[config.mk]
export PLATFORM = sky130hd
export DESIGN_NAME = reg_file_param_flat
export DESIGN_NICKNAME = d
export VERILOG_FILES = /design/src/rtl/reg_file_pkg.sv /design/src/rtl/reg_file_param_if.sv /design/src/rtl/rf_scoreboard.sv /design/src/rtl/reg_file_param.sv /design/src/flat_wrapper.sv
export SDC_FILE = /design/constraint.sdc
export NUM_CORES = 1
export LEC_CHECK = 0
export BUFFER_PORTS_ARGS = -buffer_cell sky130_fd_sc_hd__buf_2
export CAP_MARGIN = 20
export CORE_ASPECT_RATIO = 0.75
export CORE_MARGIN = 8
export CORE_UTILIZATION = 50
export CTS_BUF_LIST = sky130_fd_sc_hd__clkbuf_8 sky130_fd_sc_hd__clkbuf_16
export DETAILED_ROUTE_END_ITERATION = 7
export GPL_ROUTABILITY_DRIVEN = 0
export PLACE_DENSITY_LB_ADDON = 0.05
export RECOVER_POWER = 100
export SYNTH_ARGS = -nofsm -noshare
export SYNTH_HDL_FRONTEND = slang
export SYNTH_SLANG_ARGS = --single-unit
[constraint.sdc]
create_clock -name clk -period 4.8 [get_ports clk]
set_input_delay 0.48 -clock clk [delete_from_list [all_inputs] [get_ports clk]]
set_output_delay 0.48 -clock clk [all_outputs]
set_load 0.005 [all_outputs]
[src/rtl/reg_file_pkg.sv]
// ---------------------------------------------------------------------------
// reg_file_pkg
//   Shared constants, types and helpers for the parametrised register file.
//   - DEF_WIDTH / DEF_NREG : default data width and register count
//   - calc_aw()            : address width for a given register count
//   - addr_ok()            : true when an address names a real register
//   - src_sel_e            : read-port bypass source select
// ---------------------------------------------------------------------------
package reg_file_pkg;

   localparam int DEF_WIDTH = 8;
   localparam int DEF_NREG  = 4;

   // Read operand source: stored value, same-cycle writeback, same-cycle load.
   typedef enum logic [1:0] {
      SRC_REG  = 2'd0,
      SRC_WB   = 2'd1,
      SRC_LOAD = 2'd2
   } src_sel_e;

   // A single register still needs one address bit.
   function automatic int calc_aw(input int nreg);
      return (nreg < 2) ? 1 : $clog2(nreg);
   endfunction

   // NREG need not be a power of two, so some encodable addresses are holes.
   function automatic logic addr_ok(input int unsigned addr, input int unsigned nreg);
      return addr < nreg;
   endfunction

endpackage

[src/rtl/reg_file_param_if.sv]
// ---------------------------------------------------------------------------
// reg_file_param_if
//   Bundle of all register-file traffic between command decoder / ALU and the
//   register file.
//   master : drives load, writeback, issue and read addresses; observes results
//   slave  : the register file itself
//   Signals:
//     load_en/load_addr/load_data     host load request
//     wb_en/wb_addr/wb_data           ALU writeback
//     issue_en/issue_dest             issued instruction destination
//     rd_addr_a/rd_addr_b             read port addresses
//     rd_data_a/rd_data_b             registered operands
//     hazard_a/hazard_b               operand captured from a pending register
//     pending                         scoreboard, one bit per register
//     load_err                        one-cycle pulse for a rejected load
//     dbg_regs                        flat view, register i at [i*WIDTH +: WIDTH]
// ---------------------------------------------------------------------------
interface reg_file_param_if
   import reg_file_pkg::*;
#(
   parameter int WIDTH = DEF_WIDTH,
   parameter int NREG  = DEF_NREG
);
   localparam int AW = calc_aw(NREG);

   logic                  load_en;
   logic [AW-1:0]         load_addr;
   logic [WIDTH-1:0]      load_data;
   logic                  wb_en;
   logic [AW-1:0]         wb_addr;
   logic [WIDTH-1:0]      wb_data;
   logic                  issue_en;
   logic [AW-1:0]         issue_dest;
   logic [AW-1:0]         rd_addr_a;
   logic [AW-1:0]         rd_addr_b;
   logic [WIDTH-1:0]      rd_data_a;
   logic [WIDTH-1:0]      rd_data_b;
   logic                  hazard_a;
   logic                  hazard_b;
   logic [NREG-1:0]       pending;
   logic                  load_err;
   logic [NREG*WIDTH-1:0] dbg_regs;

   modport master (
      output load_en, load_addr, load_data,
      output wb_en, wb_addr, wb_data,
      output issue_en, issue_dest,
      output rd_addr_a, rd_addr_b,
      input  rd_data_a, rd_data_b, hazard_a, hazard_b,
      input  pending, load_err, dbg_regs
   );

   modport slave (
      input  load_en, load_addr, load_data,
      input  wb_en, wb_addr, wb_data,
      input  issue_en, issue_dest,
      input  rd_addr_a, rd_addr_b,
      output rd_data_a, rd_data_b, hazard_a, hazard_b,
      output pending, load_err, dbg_regs
   );

endinterface

[src/rtl/rf_scoreboard.sv]
// ---------------------------------------------------------------------------
// rf_scoreboard
//   Pending-writeback scoreboard for the register file.
//   Ports:
//     clk, rst                  clock, synchronous active-high reset
//     issue_en, issue_dest      set pending[issue_dest]
//     wb_en, wb_addr            clear pending[wb_addr]
//     rd_addr_a, rd_addr_b      addresses to look up for hazards
//     pending                   current scoreboard bits
//     hazard_a, hazard_b        registered hazard flags for the two read ports
// ---------------------------------------------------------------------------
module rf_scoreboard
   import reg_file_pkg::*;
#(
   parameter int NREG = DEF_NREG,
   parameter int AW   = calc_aw(NREG)
) (
   input  logic            clk,
   input  logic            rst,
   input  logic            issue_en,
   input  logic [AW-1:0]   issue_dest,
   input  logic            wb_en,
   input  logic [AW-1:0]   wb_addr,
   input  logic [AW-1:0]   rd_addr_a,
   input  logic [AW-1:0]   rd_addr_b,
   output logic [NREG-1:0] pending,
   output logic            hazard_a,
   output logic            hazard_b
);

   logic [NREG-1:0]     pend_next;
   logic [1:0][AW-1:0]  rd_addr;
   logic [1:0]          haz_next;
   logic                issue_ok;
   logic                wb_ok;

   assign rd_addr  = {rd_addr_b, rd_addr_a};
   assign issue_ok = issue_en && addr_ok(32'(issue_dest), NREG);
   assign wb_ok    = wb_en && addr_ok(32'(wb_addr), NREG);

   // Clear first, then set: an issue landing on the register being written
   // back belongs to a newer instruction, so the bit must stay set.
   always_comb begin
      pend_next = pending;
      if (wb_ok)
         pend_next[wb_addr] = 1'b0;
      if (issue_ok)
         pend_next[issue_dest] = 1'b1;
   end

   // Hazard uses the pre-update bits: a same-cycle writeback is bypassed into
   // the operand so it clears the hazard, a same-cycle issue does not raise it.
   always_comb begin
      for (int p = 0; p < 2; p++) begin
         haz_next[p] = 1'b0;
         if (addr_ok(32'(rd_addr[p]), NREG))
            haz_next[p] = pending[rd_addr[p]] && !(wb_en && (wb_addr == rd_addr[p]));
      end
   end

   always_ff @(posedge clk) begin
      if (rst) begin
         pending  <= '0;
         hazard_a <= 1'b0;
         hazard_b <= 1'b0;
      end else begin
         pending  <= pend_next;
         hazard_a <= haz_next[0];
         hazard_b <= haz_next[1];
      end
   end

endmodule

[src/rtl/reg_file_param.sv]
// ---------------------------------------------------------------------------
// reg_file_param
//   Parametrised register file between the command decoder and the ALU.
//   Host loads and ALU writebacks commit in the same cycle when they target
//   different registers; two registered read ports bypass same-cycle writes;
//   a pending-writeback scoreboard flags read hazards and rejects host loads
//   to registers whose result is still in flight.
//   Ports:
//     clk   system clock, all state on the rising edge
//     rst   synchronous active-high reset
//     bus   reg_file_param_if.slave (load, writeback, issue, reads, status)
// ---------------------------------------------------------------------------
module reg_file_param
   import reg_file_pkg::*;
#(
   parameter int WIDTH = DEF_WIDTH,
   parameter int NREG  = DEF_NREG
) (
   input logic             clk,
   input logic             rst,
   reg_file_param_if.slave bus
);

   localparam int AW = calc_aw(NREG);

   logic [NREG-1:0][WIDTH-1:0] regs;
   logic [NREG-1:0]            pending;

   logic                       wb_ok;
   logic                       load_in;
   logic                       load_pend;
   logic                       load_hit_wb;
   logic                       load_ok;
   logic                       load_rej;
   logic                       load_err_q;

   logic [1:0][AW-1:0]         rd_addr;
   src_sel_e                   sel [2];
   logic [1:0][WIDTH-1:0]      rd_next;
   logic [1:0][WIDTH-1:0]      rd_q;

   assign rd_addr = {bus.rd_addr_b, bus.rd_addr_a};

   // ---------------- write arbitration ----------------
   // Out-of-range targets are silently ignored, so they never produce load_err.
   always_comb begin
      wb_ok       = bus.wb_en && addr_ok(32'(bus.wb_addr), NREG);
      load_in     = bus.load_en && addr_ok(32'(bus.load_addr), NREG);
      load_pend   = 1'b0;
      if (load_in)
         load_pend = pending[bus.load_addr];
      // The ALU result is authoritative, so it beats a host load to the same register.
      load_hit_wb = bus.wb_en && (bus.wb_addr == bus.load_addr);
      load_rej    = load_in && (load_pend || load_hit_wb);
      load_ok     = load_in && !load_pend && !load_hit_wb;
   end

   // ---------------- read bypass ----------------
   always_comb begin
      for (int p = 0; p < 2; p++) begin
         sel[p]     = SRC_REG;
         rd_next[p] = '0;
         if (wb_ok && (bus.wb_addr == rd_addr[p]))
            sel[p] = SRC_WB;
         else if (load_ok && (bus.load_addr == rd_addr[p]))
            sel[p] = SRC_LOAD;
         if (addr_ok(32'(rd_addr[p]), NREG)) begin
            case (sel[p])
               SRC_WB:   rd_next[p] = bus.wb_data;
               SRC_LOAD: rd_next[p] = bus.load_data;
               default:  rd_next[p] = regs[rd_addr[p]];
            endcase
         end
      end
   end

   // ---------------- storage and output registers ----------------
   // load_ok already excludes the writeback address, so both writes may
   // commit in the same cycle without conflict.
   always_ff @(posedge clk) begin
      if (rst) begin
         regs       <= '0;
         rd_q       <= '0;
         load_err_q <= 1'b0;
      end else begin
         if (wb_ok)
            regs[bus.wb_addr] <= bus.wb_data;
         if (load_ok)
            regs[bus.load_addr] <= bus.load_data;
         rd_q       <= rd_next;
         load_err_q <= load_rej;
      end
   end

   // ---------------- scoreboard ----------------
   rf_scoreboard #(
      .NREG (NREG),
      .AW   (AW)
   ) u_sb (
      .clk        (clk),
      .rst        (rst),
      .issue_en   (bus.issue_en),
      .issue_dest (bus.issue_dest),
      .wb_en      (bus.wb_en),
      .wb_addr    (bus.wb_addr),
      .rd_addr_a  (bus.rd_addr_a),
      .rd_addr_b  (bus.rd_addr_b),
      .pending    (pending),
      .hazard_a   (bus.hazard_a),
      .hazard_b   (bus.hazard_b)
   );

   assign bus.rd_data_a = rd_q[0];
   assign bus.rd_data_b = rd_q[1];
   assign bus.pending   = pending;
   assign bus.load_err  = load_err_q;
   assign bus.dbg_regs  = regs;

endmodule
[src/flat_wrapper.sv]
// flat-port wrapper written by rule: the top's interface ports become plain ports
module reg_file_param_flat import reg_file_pkg::*;
#(
   parameter int WIDTH = DEF_WIDTH,
   parameter int NREG  = DEF_NREG
)
  (clk, rst, bus_load_en, bus_load_addr, bus_load_data, bus_wb_en, bus_wb_addr, bus_wb_data, bus_issue_en, bus_issue_dest, bus_rd_addr_a, bus_rd_addr_b, bus_rd_data_a, bus_rd_data_b, bus_hazard_a, bus_hazard_b, bus_pending, bus_load_err, bus_dbg_regs);
  reg_file_param_if #(.WIDTH(WIDTH), .NREG(NREG)) bus_i ();
  input logic clk;
  input logic rst;
  input wire logic [$bits(bus_i.load_en)-1:0] bus_load_en;
  input wire logic [$bits(bus_i.load_addr)-1:0] bus_load_addr;
  input wire logic [$bits(bus_i.load_data)-1:0] bus_load_data;
  input wire logic [$bits(bus_i.wb_en)-1:0] bus_wb_en;
  input wire logic [$bits(bus_i.wb_addr)-1:0] bus_wb_addr;
  input wire logic [$bits(bus_i.wb_data)-1:0] bus_wb_data;
  input wire logic [$bits(bus_i.issue_en)-1:0] bus_issue_en;
  input wire logic [$bits(bus_i.issue_dest)-1:0] bus_issue_dest;
  input wire logic [$bits(bus_i.rd_addr_a)-1:0] bus_rd_addr_a;
  input wire logic [$bits(bus_i.rd_addr_b)-1:0] bus_rd_addr_b;
  output wire logic [$bits(bus_i.rd_data_a)-1:0] bus_rd_data_a;
  output wire logic [$bits(bus_i.rd_data_b)-1:0] bus_rd_data_b;
  output wire logic [$bits(bus_i.hazard_a)-1:0] bus_hazard_a;
  output wire logic [$bits(bus_i.hazard_b)-1:0] bus_hazard_b;
  output wire logic [$bits(bus_i.pending)-1:0] bus_pending;
  output wire logic [$bits(bus_i.load_err)-1:0] bus_load_err;
  output wire logic [$bits(bus_i.dbg_regs)-1:0] bus_dbg_regs;
  assign bus_i.load_en = bus_load_en;
  assign bus_i.load_addr = bus_load_addr;
  assign bus_i.load_data = bus_load_data;
  assign bus_i.wb_en = bus_wb_en;
  assign bus_i.wb_addr = bus_wb_addr;
  assign bus_i.wb_data = bus_wb_data;
  assign bus_i.issue_en = bus_issue_en;
  assign bus_i.issue_dest = bus_issue_dest;
  assign bus_i.rd_addr_a = bus_rd_addr_a;
  assign bus_i.rd_addr_b = bus_rd_addr_b;
  assign bus_rd_data_a = bus_i.rd_data_a;
  assign bus_rd_data_b = bus_i.rd_data_b;
  assign bus_hazard_a = bus_i.hazard_a;
  assign bus_hazard_b = bus_i.hazard_b;
  assign bus_pending = bus_i.pending;
  assign bus_load_err = bus_i.load_err;
  assign bus_dbg_regs = bus_i.dbg_regs;
  reg_file_param #(.WIDTH(WIDTH), .NREG(NREG)) u_core (.clk(clk), .rst(rst), .bus(bus_i));
endmodule
# Yosys cells after proc, flatten, opt, wreduce, memory -nomap -nowiden
# Cells that the tools add are included.
# classes
order_cmp	8
eq_ne	9
muxes	32
n_bitwise	3
reduce_logical	18
# ops
cell	count
2-to-1 mux 32 bit	3
bitwise mux 32 bit	2
binary-select mux 8 bit (select 2 bit)	2
demux 8 bit (select 2 bit)	2
2-to-1 mux 8 bit	4
one-hot mux 8 bit (2 select lines)	2
less-than comparator 2 x 3 -> 1 bit (second input constant)	5
logical AND 1 bit	13
== test 2 bit	5
2-to-1 mux 2 bit	4
2-to-1 mux 4 bit	2
binary-select mux 1 bit (select 2 bit)	3
>= comparator 2 x 1 -> 1 bit (second input constant)	3
2-to-1 mux 1 bit	6
bitwise AND 4 bit	1
demux 1 bit (select 2 bit)	2
== test 2 x 1 -> 1 bit (second input constant)	2
== test 2 bit (second input constant)	2
zero test 1 bit	4
inverter 4 bit	1
bitwise OR 4 bit	1
logical OR 1 bit	1
# totals
register_bits	55
in_bits	31
output_inout_bits	55
elab_cells	80

# Logic depth before layout (Yosys ltp)
# Gate-level depths: netlist of run 1.
# depth
depth_word	11
depth_mapped	6
depth_no_buf	4

# Cells and area by module
# A second synthesis of run 1 with hierarchy kept.
# unflattened
hier_cells	283
area_unflattened_um2	3121.7
# modules_own_cells
mod	instances	cells_per_inst	area_per_inst_um2	seq_area_each_um2
reg_file_param	1	252	2798.9	980.9
rf_scoreboard	1	31	322.8	120.1

# Least setup slack after synthesis of run 1
# No wires, ideal clock.
# synth_timing
path_kind	input to register
from	in bus_load_addr[0]
to	reg u_core.rd_q (netlist bit u_core.bus.rd_data_a[6])
setup_time_ns	0.122
t_arrival_ns	1.973
t_required_ns	4.678
setup_slack_ns	2.705
cell_stages	5
n_path_buf	1
cell_sequence	buf_2 > mux4_2 > a31oi_4 > a31oi_1 > a221o_1
# synth_via
elab_chain_cells	11
word_cells_on_any_way	16
classes_between	eq/ne: 4; mux: 6; reduce/logical: 6
# synth_rtl
element	line	source
from (decl)	flat_wrapper.sv:12	input wire logic [$bits(bus_i.load_addr)-1:0] bus_load_addr;
binary-select mux 1 bit (select 2 bit)	reg_file_param.sv:51	load_pend = pending[bus.load_addr];
2-to-1 mux 1 bit (implied by the code)	reg_file_param.sv:51	
2-to-1 mux 1 bit	reg_file_param.sv:50	if (load_in)
zero test 1 bit	reg_file_param.sv:55	load_ok = load_in && !load_pend && !load_hit_wb;
logical AND 1 bit (2 in a row)	reg_file_param.sv:55	
logical AND 1 bit (*)	reg_file_param.sv:65	else if (load_ok && (bus.load_addr == rd_addr[p]))
2-to-1 mux 2 bit (*)	reg_file_param.sv:65	
2-to-1 mux 2 bit (*)	reg_file_param.sv:63	if (wb_ok && (bus.wb_addr == rd_addr[p]))
== test 2 bit / == test 2 x 1 -> 1 bit (equally long branches)	reg_file_param.sv:68	case (sel[p])
one-hot mux 8 bit (2 select lines) (*)	reg_file_param.sv:68	
to (signal assigned)	reg_file_param.sv:90	rd_q <= rd_next;
to (decl)	reg_file_param.sv:40	logic [1:0][WIDTH-1:0] rd_q;
# Mark *: on every way between the ends. The rest lies on a longest branch, timed or not. The select of a mux whose other input is x is not followed.
# A chain may end at the register's enable or synchronous reset.

# Final worst setup path of run 1
# layout_timing
from	in bus_rd_addr_a[0]
to	reg u_core.rd_q (netlist bit u_core.bus.rd_data_a[6])
# layout_via
elab_chain_cells	6
word_cells_on_any_way	11
classes_between	eq/ne: 4; mux: 5; reduce/logical: 2
# layout_rtl
element	line	source
from (decl)	flat_wrapper.sv:19	input wire logic [$bits(bus_i.rd_addr_a)-1:0] bus_rd_addr_a;
== test 2 bit	reg_file_param.sv:65	
logical AND 1 bit	reg_file_param.sv:65	
2-to-1 mux 2 bit	reg_file_param.sv:65	
2-to-1 mux 2 bit	reg_file_param.sv:63	
== test 2 bit / == test 2 x 1 -> 1 bit (equally long branches)	reg_file_param.sv:68	
one-hot mux 8 bit (2 select lines) (*)	reg_file_param.sv:68	
# Marks and branches as above.

==> metrics.md, run 1 <==
| Metric | Value |
|---|---|
| Switching share of power | `0.2940` |
| DP HPWL | `6326 um` |
| H-Tree Depth | `2` |
| Vias/cell | `6.095` |
| Port buffer count | `85` |
| Cell Area, Synth | `3004 um^2` |
| Drt drc | `0` |
| Post-CTS setup buffers | `0` |
| Comb pwr share | `0.209` |
| Final period utilization | `0.4832` |
| Worst-Skew Late Latency | `0.30 ns` |
| Routed length on met3 | `776 um` |
| Total grt overflow | `0` |
| Final TNS setup | `0 ns` |
| DIE WIDTH | `105.5 um` |
| Met1 Wirelength | `3902 um` |
| Initial antenna violation count | `0` |
| Seq pwr share | `0.521` |
| Pwr/cell area | `284.3 nW/um^2` |
| CTS Buf Count | `5` |
| Clock sink total | `55` |
| Hold Path Class | `in2reg` |
| Sequential element share of the synthesized area | `0.3665` |
| CP max FO | `11` |
| CTS hold repair buffers | `0` |
| Final net count | `384` |
| CP Capture Type | `flop` |
| Seq cells post-synth | `55` |
| Pwr Total | `0.9916 mW` |
| Final Setup Violations | `0` |
| Clock Tree Buf Depth | `2` |
| Die height | `83.13 um` |
| IO Count | `86` |
| Max-slew violations | `0` |
| Fin cells | `431` |
| Mean post-synth cell area | `10.81 um^2` |
| P_sw | `0.2916 mW` |
| CP arrival | `2.57 ns` |
| CTS resizes | `0` |
| CTS Root Cell | `clkbuf_8` |
| Met2 wire len | `4181 um` |
| Fillers | `538` |
| Synth async-reset ratio | `0` |
| CTS tree | `done` |
| Slowest-stage cell, CP | `clkbuf_1` |
| LEAKAGE | `1.461 nW` |
| Top routing layer in use | `met4` |
| Routed wire length | `8926 um` |
| Ant. Diodes | `0` |
| DIE AREA | `8771 um^2` |
| Final period demand of the worst path | `2.319 ns` |
| Placed Cells | `423` |
| Worst-Margin Slew | `1.066 ns` |
| Cells after Synth | `278` |
| Synth warn | `0` |
| Layout cells sized above 1 | `0.2210` |
| Worst-path clk slew | `0.10 ns` |
| GR Util All Layers | `0.2003` |
| Per-cell routed wire length | `20.71 um` |
| FMAX | `431.1 MHz` |
| Post-synth EDFFs | `0` |
| DR vias | `2,627` |
| Clock Skew | `0.004598 ns` |
| First-pass GRT wire length | `14,260 um` |
| RSZ-0062 raised after global routing | `no` |
| Internal power | `0.7000 mW` |
| Post-route antenna net violation count | `0` |
| Largest net degree at the start of global routing | `42` |
| Net Count, Synth | `309` |
| First-pass DRT Iterations | `4` |
| Max stage delay on crit path | `0.69 ns` |
| Fin Hold WS | `0.4812 ns` |
| Crit path kind | `in2reg` |
| Core box area | `5796 um^2` |
| Clk pwr share | `0.270` |
| Max_cap viols | `0` |
| Main synth FF type | `dfxtp_1` |
| Worst setup SP type | `primary input` |
| Cell row count | `24` |
| Initial core utilization | `0.5184` |
| Cell Chain, Critical Path | `clkbuf_1 > xnor2_1 > a31o_2 > a31oi_1 > a221o_1` |
| Drt first-iter violations | `132` |
| Max_slew headroom | `0.2879` |
| IR Drop Worst-Case VDD | `143.0 uV` |
| Cell Area, Placed | `3457 um^2` |
| Post-route design area | `3488 um^2` |
| Vias in the first global route | `2,691` |
| Synth cell types | `31` |
| Area Overhead vs Synth | `16.12%` |
| Hold Fails Final Rpt | `0` |
| CP Data Required Time | `5.05 ns` |
| Status | `completed` |
-- sequential cells by signal, summed over array words and instances (netlist names) --
| name | cells |
|---|---|
| u_core.u_sb.hazard_b | 1 |
| u_core.bus.load_err | 1 |
| u_core.u_sb.hazard_a | 1 |
| u_core.u_sb.pending | 4 |
| u_core.bus.rd_data_a | 8 |
| u_core.bus.dbg_regs | 32 |
| u_core.bus.rd_data_b | 8 |
-- power by group through the flow --
stage / logic (mW) / clock network, mW / registers, mW
after floorplan: 0.129 / 0 / 0.523
after global placement: 0.211 / 0 / 0.526
after detailed placement: 0.214 / 0 / 0.526
after CTS: 0.215 / 0.270 / 0.515
after global routing: 0.226 / 0.291 / 0.522
final: 0.207 / 0.268 / 0.517
-- cell usage after synthesis (4+ instances only) --
master	instances	area (um^2)
mux2i_1	32	320.3
clkbuf_1	6	22.52
xnor2_1	6	52.55
nor2_1	40	150.1
a211oi_1	32	240.2
xor2_1	6	52.55
buf_2	12	60.06
a221o_1	16	160.2
o31ai_2	4	50.05
mux4_2	19	427.9
and2_1	16	100.1
dfxtp_1	55	1101
-- cell type report --
cell class	instances	area, um^2	area share
clock inverters	1	5.005	0.001435
repair buffers	90	404.1	0.1159
inverters	3	11.26	0.003228
flip-flops and latches	55	1101	0.3156
clock buffers	6	82.58	0.02367
well taps	78	97.59	0.02798
multi-input cells	198	1787	0.5122
-- worst paths after layout --
check / start / end / slack, ns / cells past startpoint
max: bus_rd_addr_a[0] / u_core.bus.rd_data_a[6] / 2.48 / 5
min: bus_load_data[5] / u_core.bus.rd_data_a[5] / 0.48 / 2
max reg2reg: u_core.u_sb.pending[3] / u_core.bus.rd_data_a[6] / 2.81 / 4
min reg2reg: u_core.bus.dbg_regs[6] / u_core.bus.dbg_regs[6] / 0.59 / 2
-- placed cells by master, fill, tap and decap left out, types with 2 or more instances in the layout --
master,count
a31o_2,2
xnor2_1,6
and2_1,16
clkbuf_1,45
and3b_1,2
buf_4,2
a31oi_1,2
a32oi_1,2
buf_2,41
nor3b_1,2
clkbuf_8,6
a211oi_1,32
nor2b_1,2
a221o_1,16
dfxtp_1,55
and4b_1,2
mux4_2,19
a21oi_1,2
mux2i_1,32
nor2_1,40
nand3b_1,2
xor2_1,6
nand2b_1,2
inv_1,3
o31ai_2,4
nor4bb_1,2
-- logic make-up (layout without fill, tap and decap cells) --
family / count (synthesis) / in the layout / synth area share
simple gates: 74 / 74 / 0.1345
flops: 55 / 55 / 0.3665
xor+xnor: 12 / 12 / 0.03499
mux: 51 / 51 / 0.2491
buf+inv: 25 / 100 / 0.03873
compound gates: 61 / 61 / 0.1762
-- through the flow --
stage | setup WS [ns] | util
5_1_grt | 2.339 | 0.6019
4_1_cts | 2.798 | 0.6116
2_1_floorplan | 2.705 | -
3_5_place_dp | 2.469 | 0.5965
6_report | 2.481 | 0.6019
3_3_place_gp | 2.495 | 0.5965
-- layer usage --
| metal | track usage | vias up |
|---|---|---|
| met5 | 0 | - |
| met4 | 0.04204 | 0 |
| met3 | 0.06790 | 10 |
| met2 | 0.3286 | 101 |
| met1 | 0.2493 | 1299 |
| li1 | - | 1217 |
-- worst max-delay path: cells and delay by family --
family	cells	cell delay, ns
AOI/OAI and AO/OA	3	1.24
buffers and inverters	1	0.69
xor gates and xnor gates	1	0.16
Power figures use the tool's default switching activity.
==> inputs of run 2 (changes only) <==
==> constraint.sdc (replaced) <==
create_clock -name clk -period 2.34 [get_ports clk]
set_input_delay 0.234 -clock clk [delete_from_list [all_inputs] [get_ports clk]]
set_output_delay 0.234 -clock clk [all_outputs]
set_load 0.005 [all_outputs]
==> run 2 against run 1 <==
Compared with the run above: count of clock-buffer cells in the layout decreased by 1; global-route usage up 0.55 points; flip-flop and latch count is the same; register-to-register slack got worse by 2.4 ns; final cell count grew 1.4%; final area increased by 0.32%; routed wire length grew 3.1%; hold slack lost 0.25 ns; non-clock buffer count rose by 5; sequential share of layout area decreased by 0.10 points.
==> metrics.md, run 2 (synthesis gave the netlist of run 1 again) <==
| Metric | Value |
|---|---|
| Clock Tree Buf Depth | `2 (unchanged)` |
| Initial antenna violation count | `0 (unchanged)` |
| Max FFs per register | `32 (unchanged)` |
| Per-cell routed wire length | `21.06 um (was 20.71 um)` |
| DIE WIDTH | `105.5 um (unchanged)` |
| CTS hold repair buffers | `0 (unchanged)` |
| Worst-path clk slew | `0.10 ns (about the same)` |
| IO Count | `86 (unchanged)` |
| Pwr Total | `2.021 mW (was 0.9916 mW)` |
| Post-route design area | `3500 um^2 (was 3488 um^2)` |
| Pwr/cell area | `577.5 nW/um^2 (was 284.3 nW/um^2)` |
| Final Setup Violations | `0 (unchanged)` |
| Most frequent cells in the layout | `dfxtp_1 (55), clkbuf_1 (53), nor2_1 (40) (was dfxtp_1 (55), clkbuf_1 (45), buf_2 (41))` |
| CP arrival | `2.14 ns (was 2.57 ns)` |
| Final TNS setup | `0 ns (unchanged)` |
| CTS resizes | `0 (unchanged)` |
| Fin Hold WS | `0.2339 ns (was 0.4812 ns)` |
| DIE AREA | `8771 um^2 (unchanged)` |
| Status | `completed (unchanged)` |
| Clock sink total | `55 (unchanged)` |
| Post-CTS setup buffers | `0 (unchanged)` |
| Max-slew violations | `0 (unchanged)` |
| Largest net degree at the start of global routing | `24 (was 42)` |
| Hold Path Class | `in2reg (unchanged)` |
| First-pass GRT wire length | `14,670 um (was 14,260 um)` |
| Hold Fails Final Rpt | `0 (unchanged)` |
| DR vias | `2,595 (was 2,627)` |
| DP HPWL | `6805 um (was 6326 um)` |
| Port buffer count | `85 (unchanged)` |
| Post-route antenna net violation count | `0 (unchanged)` |
| FMAX | `513.2 MHz` |
| Layout cells sized above 1 | `0.2117 (was 0.2210)` |
| CP Capture Type | `flop (unchanged)` |
| Core box area | `5796 um^2 (unchanged)` |
| Max_cap viols | `0 (unchanged)` |
| Crit path kind | `reg2reg (was in2reg)` |
| Cell row count | `24 (unchanged)` |
| Final period demand of the worst path | `1.949 ns` |
| Commonest non-fill, non-tap cell in the layout | `dfxtp_1 (unchanged)` |
| H-Tree Depth | `2 (unchanged)` |
| IR Drop Worst-Case VDD | `306.2 uV (was 143.0 uV)` |
| Final period utilization | `0.8328` |
| Total grt overflow | `0 (unchanged)` |
| CP max FO | `8 (was 11)` |
| Drt drc | `0 (unchanged)` |
| Vias/cell | `5.938 (was 6.095)` |
| CTS tree | `done (unchanged)` |
| Routed wire length | `9205 um (was 8926 um)` |
| Max_slew headroom | `0.4081 (was 0.2879)` |
| Clock Skew | `0.008171 ns (was 0.004598 ns)` |
| GR Util All Layers | `0.2059 (was 0.2003)` |
| Worst setup SP type | `flop (was primary input)` |
| RSZ-0062 raised after global routing | `no (unchanged)` |
| Cell Area, Placed | `3502 um^2 (was 3457 um^2)` |
| First-pass DRT Iterations | `4 (unchanged)` |
| Vias in the first global route | `2,685 (was 2,691)` |
| Initial core utilization | `0.5184 (unchanged)` |
| CP Data Required Time | `2.54 ns (was 5.05 ns)` |
| Die height | `83.13 um (unchanged)` |
| CTS Root Cell | `clkbuf_8 (unchanged)` |
| CTS Buf Count | `5 (unchanged)` |
| Worst-Skew Late Latency | `0.31 ns (was 0.30 ns)` |
| Final net count | `389 (was 384)` |
| Area Overhead vs Synth | `16.49% (was 16.12%)` |
| LEAKAGE | `1.452 nW (was 1.461 nW)` |
| Ant. Diodes | `0 (unchanged)` |
| Drt first-iter violations | `127 (was 132)` |
| Worst-Margin Slew | `0.8838 ns (was 1.066 ns)` |
-- run 2: where the power goes --
group	internal [mW]	switching, mW
Combinational	0.198	0.233
Clock	0.206	0.323
Sequential	1.00	0.0566
Total	1.41	0.612
-- run 2: through the flow --
step	utilization	worst slack, ns	cells
detailed placement	0.6043	0.2695	429
global placement	0.6043	0.3069	429
floorplan	-	0.4908	278
finish	0.6038	0.3913	437
global route	0.6038	0.2640	437
CTS	0.6190	0.3970	437
-- run 2: layout make-up --
class,instances,area [um^2]
inverters,3,11.26
repair buffers,95,412.9
clock inverters,3,16.27
clock buffers,5,68.82
fillers,547,2296
multi-input cells,198,1792
well taps,78,97.59
flip-flops and latches,55,1101
-- run 2: worst paths after layout --
path	end	startpoint	slack, ns	depth (start not counted)
setup / recovery	u_core.bus.rd_data_a[4]	u_core.u_sb.pending[1]	0.39	4
hold / removal	u_core.bus.rd_data_a[6]	bus_load_data[6]	0.23	2
setup reg to reg	u_core.bus.rd_data_a[4]	u_core.u_sb.pending[1]	0.39	4
hold reg to reg	u_core.bus.dbg_regs[13]	u_core.bus.dbg_regs[13]	0.59	2
-- run 2: per-layer routing --
layer | vias to the layer above | global-route usage | part of all wire
met5 | - | 0 | 0
met4 | 0 | 0.05096 | 0.0098
met3 | 9 | 0.05556 | 0.091
met2 | 110 | 0.3303 | 0.46
met1 | 1253 | 0.2680 | 0.44
li1 | 1223 | - | -
-- run 2: critical path, cell delays in order, from the launching register on --
cell,delay (ns)
dfxtp_1,0.38
mux4_2,0.50
a31oi_4,0.20
a31oi_1,0.34
a221o_1,0.43
==> inputs of run 3 (changes only) <==
==> constraint.sdc (replaced) <==
create_clock -name clk -period 1.8 [get_ports clk]
set_input_delay 0.18 -clock clk [delete_from_list [all_inputs] [get_ports clk]]
set_output_delay 0.18 -clock clk [all_outputs]
set_load 0.005 [all_outputs]
==> run 3 against run 2 <==
Compared with the run above: non-clock buffer count rose by 17; via count rose by 2.9%; clock skew is 0.0019 ns higher; worst setup slack worse by 0.36 ns; sequential power rose by 29%; combinational power is 40% higher.
==> metrics.md, run 3 (synthesis gave the netlist of run 1 again) <==
| Metric | Value |
|---|---|
| Cell row count | `24 (unchanged)` |
| Placed Cells | `446 (was 429)` |
| Post-CTS setup buffers | `0 (unchanged)` |
| Routed wire length | `9263 um (was 9205 um)` |
| CP max FO | `8 (unchanged)` |
| Clock Tree Buf Depth | `2 (unchanged)` |
| Die height | `83.13 um (unchanged)` |
| DIE AREA | `8771 um^2 (unchanged)` |
| IO Count | `86 (unchanged)` |
| DP HPWL | `6815 um (was 6805 um)` |
| LEAKAGE | `1.564 nW (was 1.452 nW)` |
| Origin of the critical flop-to-flop path | `u_core.u_sb.pending[3] (was u_core.u_sb.pending[1])` |
| Final period utilization | `0.9801 (was 0.8328)` |
| GRT met3 Usage | `0.04861 (was 0.05556)` |
| Drt drc | `0 (unchanged)` |
| Final net count | `406 (was 389)` |
| DR vias | `2,670 (was 2,595)` |
| Clock Skew | `0.01008 ns (was 0.008171 ns)` |
| First-pass GRT wire length | `15,050 um (was 14,670 um)` |
| CP arrival | `1.97 ns (was 2.14 ns)` |
| Max_cap viols | `0 (unchanged)` |
| R2R Setup Slk | `0.04 ns (was 0.39 ns)` |
| Per-cell routed wire length | `20.40 um (was 21.06 um)` |
| Ant. Diodes | `0 (unchanged)` |
| Post-layout worst setup margin | `0.03589 ns (was 0.3913 ns)` |
| Commonest non-fill, non-tap cell in the layout | `dfxtp_1 (unchanged)` |
| R2R Path End | `u_core.bus.rd_data_b[6] (was u_core.bus.rd_data_a[4])` |
| CP Capture Type | `flop (unchanged)` |
| Post-route antenna net violation count | `0 (unchanged)` |
| Vias/cell | `5.881 (was 5.938)` |
| Fin Hold WS | `0.1682 ns (was 0.2339 ns)` |
| Vias in the first global route | `2,807 (was 2,685)` |
| Final Setup Violations | `0 (unchanged)` |
| Max FFs per register | `32 (unchanged)` |
| GR Util All Layers | `0.2103 (was 0.2059)` |
| Final period demand of the worst path | `1.764 ns (was 1.949 ns)` |
| Cell Chain, Critical Path | `mux4_2 > a31oi_4 > a31oi_1 > buf_4 > a221o_1 (was mux4_2 > a31oi_4 > a31oi_1 > a221o_1)` |
| Clock sink total | `55 (unchanged)` |
| Cell family with most CP delay | `compound AO/OA/AOI/OAI gates (unchanged)` |
| Core Util, Final | `0.6392 (was 0.6038)` |
| IR Drop Worst-Case VDD | `468.7 uV (was 306.2 uV)` |
| Layout cells sized above 1 | `0.2553 (was 0.2117)` |
| Worst Min Path Start | `bus_issue_dest[1] (was bus_load_data[6])` |
| Gr busiest metal | `met2 (unchanged)` |
| Initial antenna violation count | `0 (unchanged)` |
| Worst-Skew Late Latency | `0.31 ns (about the same)` |
| FMAX | `566.9 MHz (was 513.2 MHz)` |
| Hold Path Class | `in2reg (unchanged)` |
| Cell Area, Placed | `3642 um^2 (was 3502 um^2)` |
| Area Overhead vs Synth | `23.32% (was 16.49%)` |
| Hold Path Depth | `3 (was 2)` |
| RSZ-0062 raised after global routing | `yes (was no)` |
| CTS Buf Count | `5 (unchanged)` |
| CTS Root Cell | `clkbuf_8 (unchanged)` |
| Worst-Margin Slew | `0.8544 ns (was 0.8838 ns)` |
| Pwr Total | `2.953 mW (was 2.021 mW)` |
| Initial core utilization | `0.5184 (unchanged)` |
| Crit path kind | `reg2reg (unchanged)` |
| Met1 GRT Util | `0.2852 (was 0.2680)` |
| Hold Fails Final Rpt | `0 (unchanged)` |
| Worst-path clk slew | `0.10 ns (about the same)` |
| Max stage delay on crit path | `0.49 ns (was 0.50 ns)` |
| Max_slew headroom | `0.4304 (was 0.4081)` |
| CP Data Required Time | `2.01 ns (was 2.54 ns)` |
| Final TNS setup | `0 ns (unchanged)` |
| Post-route design area | `3705 um^2 (was 3500 um^2)` |
| Pwr/cell area | `797.1 nW/um^2 (was 577.5 nW/um^2)` |
| Max-slew violations | `0 (unchanged)` |
| Total grt overflow | `0 (unchanged)` |
| Core box area | `5796 um^2 (unchanged)` |
| Drt first-iter violations | `90 (was 127)` |
| Fin cells | `454 (was 437)` |
| Largest net degree at the start of global routing | `22 (was 24)` |
| CTS tree | `done (unchanged)` |
| Routing usage on met2 | `0.3326 (was 0.3303)` |
| Worst setup SP type | `flop (unchanged)` |
| Status | `completed (unchanged)` |
| Worst hold endpoint | `u_core.u_sb.pending[3] (was u_core.bus.rd_data_a[6])` |
| Port buffer count | `85 (unchanged)` |
| DIE WIDTH | `105.5 um (unchanged)` |
| H-Tree Depth | `2 (unchanged)` |
| First-pass DRT Iterations | `4 (unchanged)` |
| Most frequent cells in the layout | `dfxtp_1 (54), clkbuf_1 (52), nor2_1 (40) (was dfxtp_1 (55), clkbuf_1 (53), nor2_1 (40))` |
| Place WS | `-0.09261 ns (was 0.2695 ns)` |
| Crit path buf inv count | `1 (was 0)` |
| Slowest-stage cell, CP | `mux4_2 (unchanged)` |
| R2R cell count | `5 (was 4)` |
## run 3: cell types whose count changed in the layout (fill, tap and decap cells not counted), sizes merged
cell      previous run  this run
clkinv               1         0
buf                 42        59
bufinv               0         2
clkinvlp             1         0
## run 3: final cells by class
cell class / count / area, um^2
clock inverter: 3 / 63.81
timing repair buffer: 112 / 558.0
tap: 78 / 97.59
fill: 507 / 2091
inverter: 3 / 11.26
multi-input combinational: 198 / 1803
clock buffer: 5 / 68.82
sequential: 55 / 1102
## run 3: routing by layer
| metal | wire length, um | vias up |
|---|---|---|
| met3 | 776 | 5 |
| met5 | 0 | - |
| met4 | 35 | 0 |
| li1 | - | 1259 |
| met1 | 4255 | 1305 |
| met2 | 4196 | 101 |
## run 3: what timing repair did
item,CTS,global route
endpoints found under the setup margin,8,13
resized for setup,1,4
hold buffers,0,0
pin swaps,0,6
## run 3: worst min-delay path, stage by stage
cell,delay (ns)
buf_2,0.11
a32oi_1,0.08
nor2_1,0.07
## run 3: how the worst max path moves through the flow
stage,from,depth (start not counted),endpoint
after global routing,u_core.u_sb.pending[3],6,u_core.bus.rd_data_b[3]
after global placement,bus_load_addr[0],5,u_core.bus.rd_data_a[6]
final,u_core.u_sb.pending[3],5,u_core.bus.rd_data_b[6]
after floorplan,bus_load_addr[0],5,u_core.bus.rd_data_a[6]
after CTS,u_core.u_sb.pending[3],4,u_core.bus.rd_data_a[6]
after detailed placement,bus_load_addr[0],5,u_core.bus.rd_data_a[6]
## run 3: power breakdown
group          internal (mW)  switching [mW]  total [mW]
clock network          0.551           0.426       0.977
logic                  0.287           0.316       0.604
registers               1.31          0.0661        1.37
total                   2.15           0.808        2.95
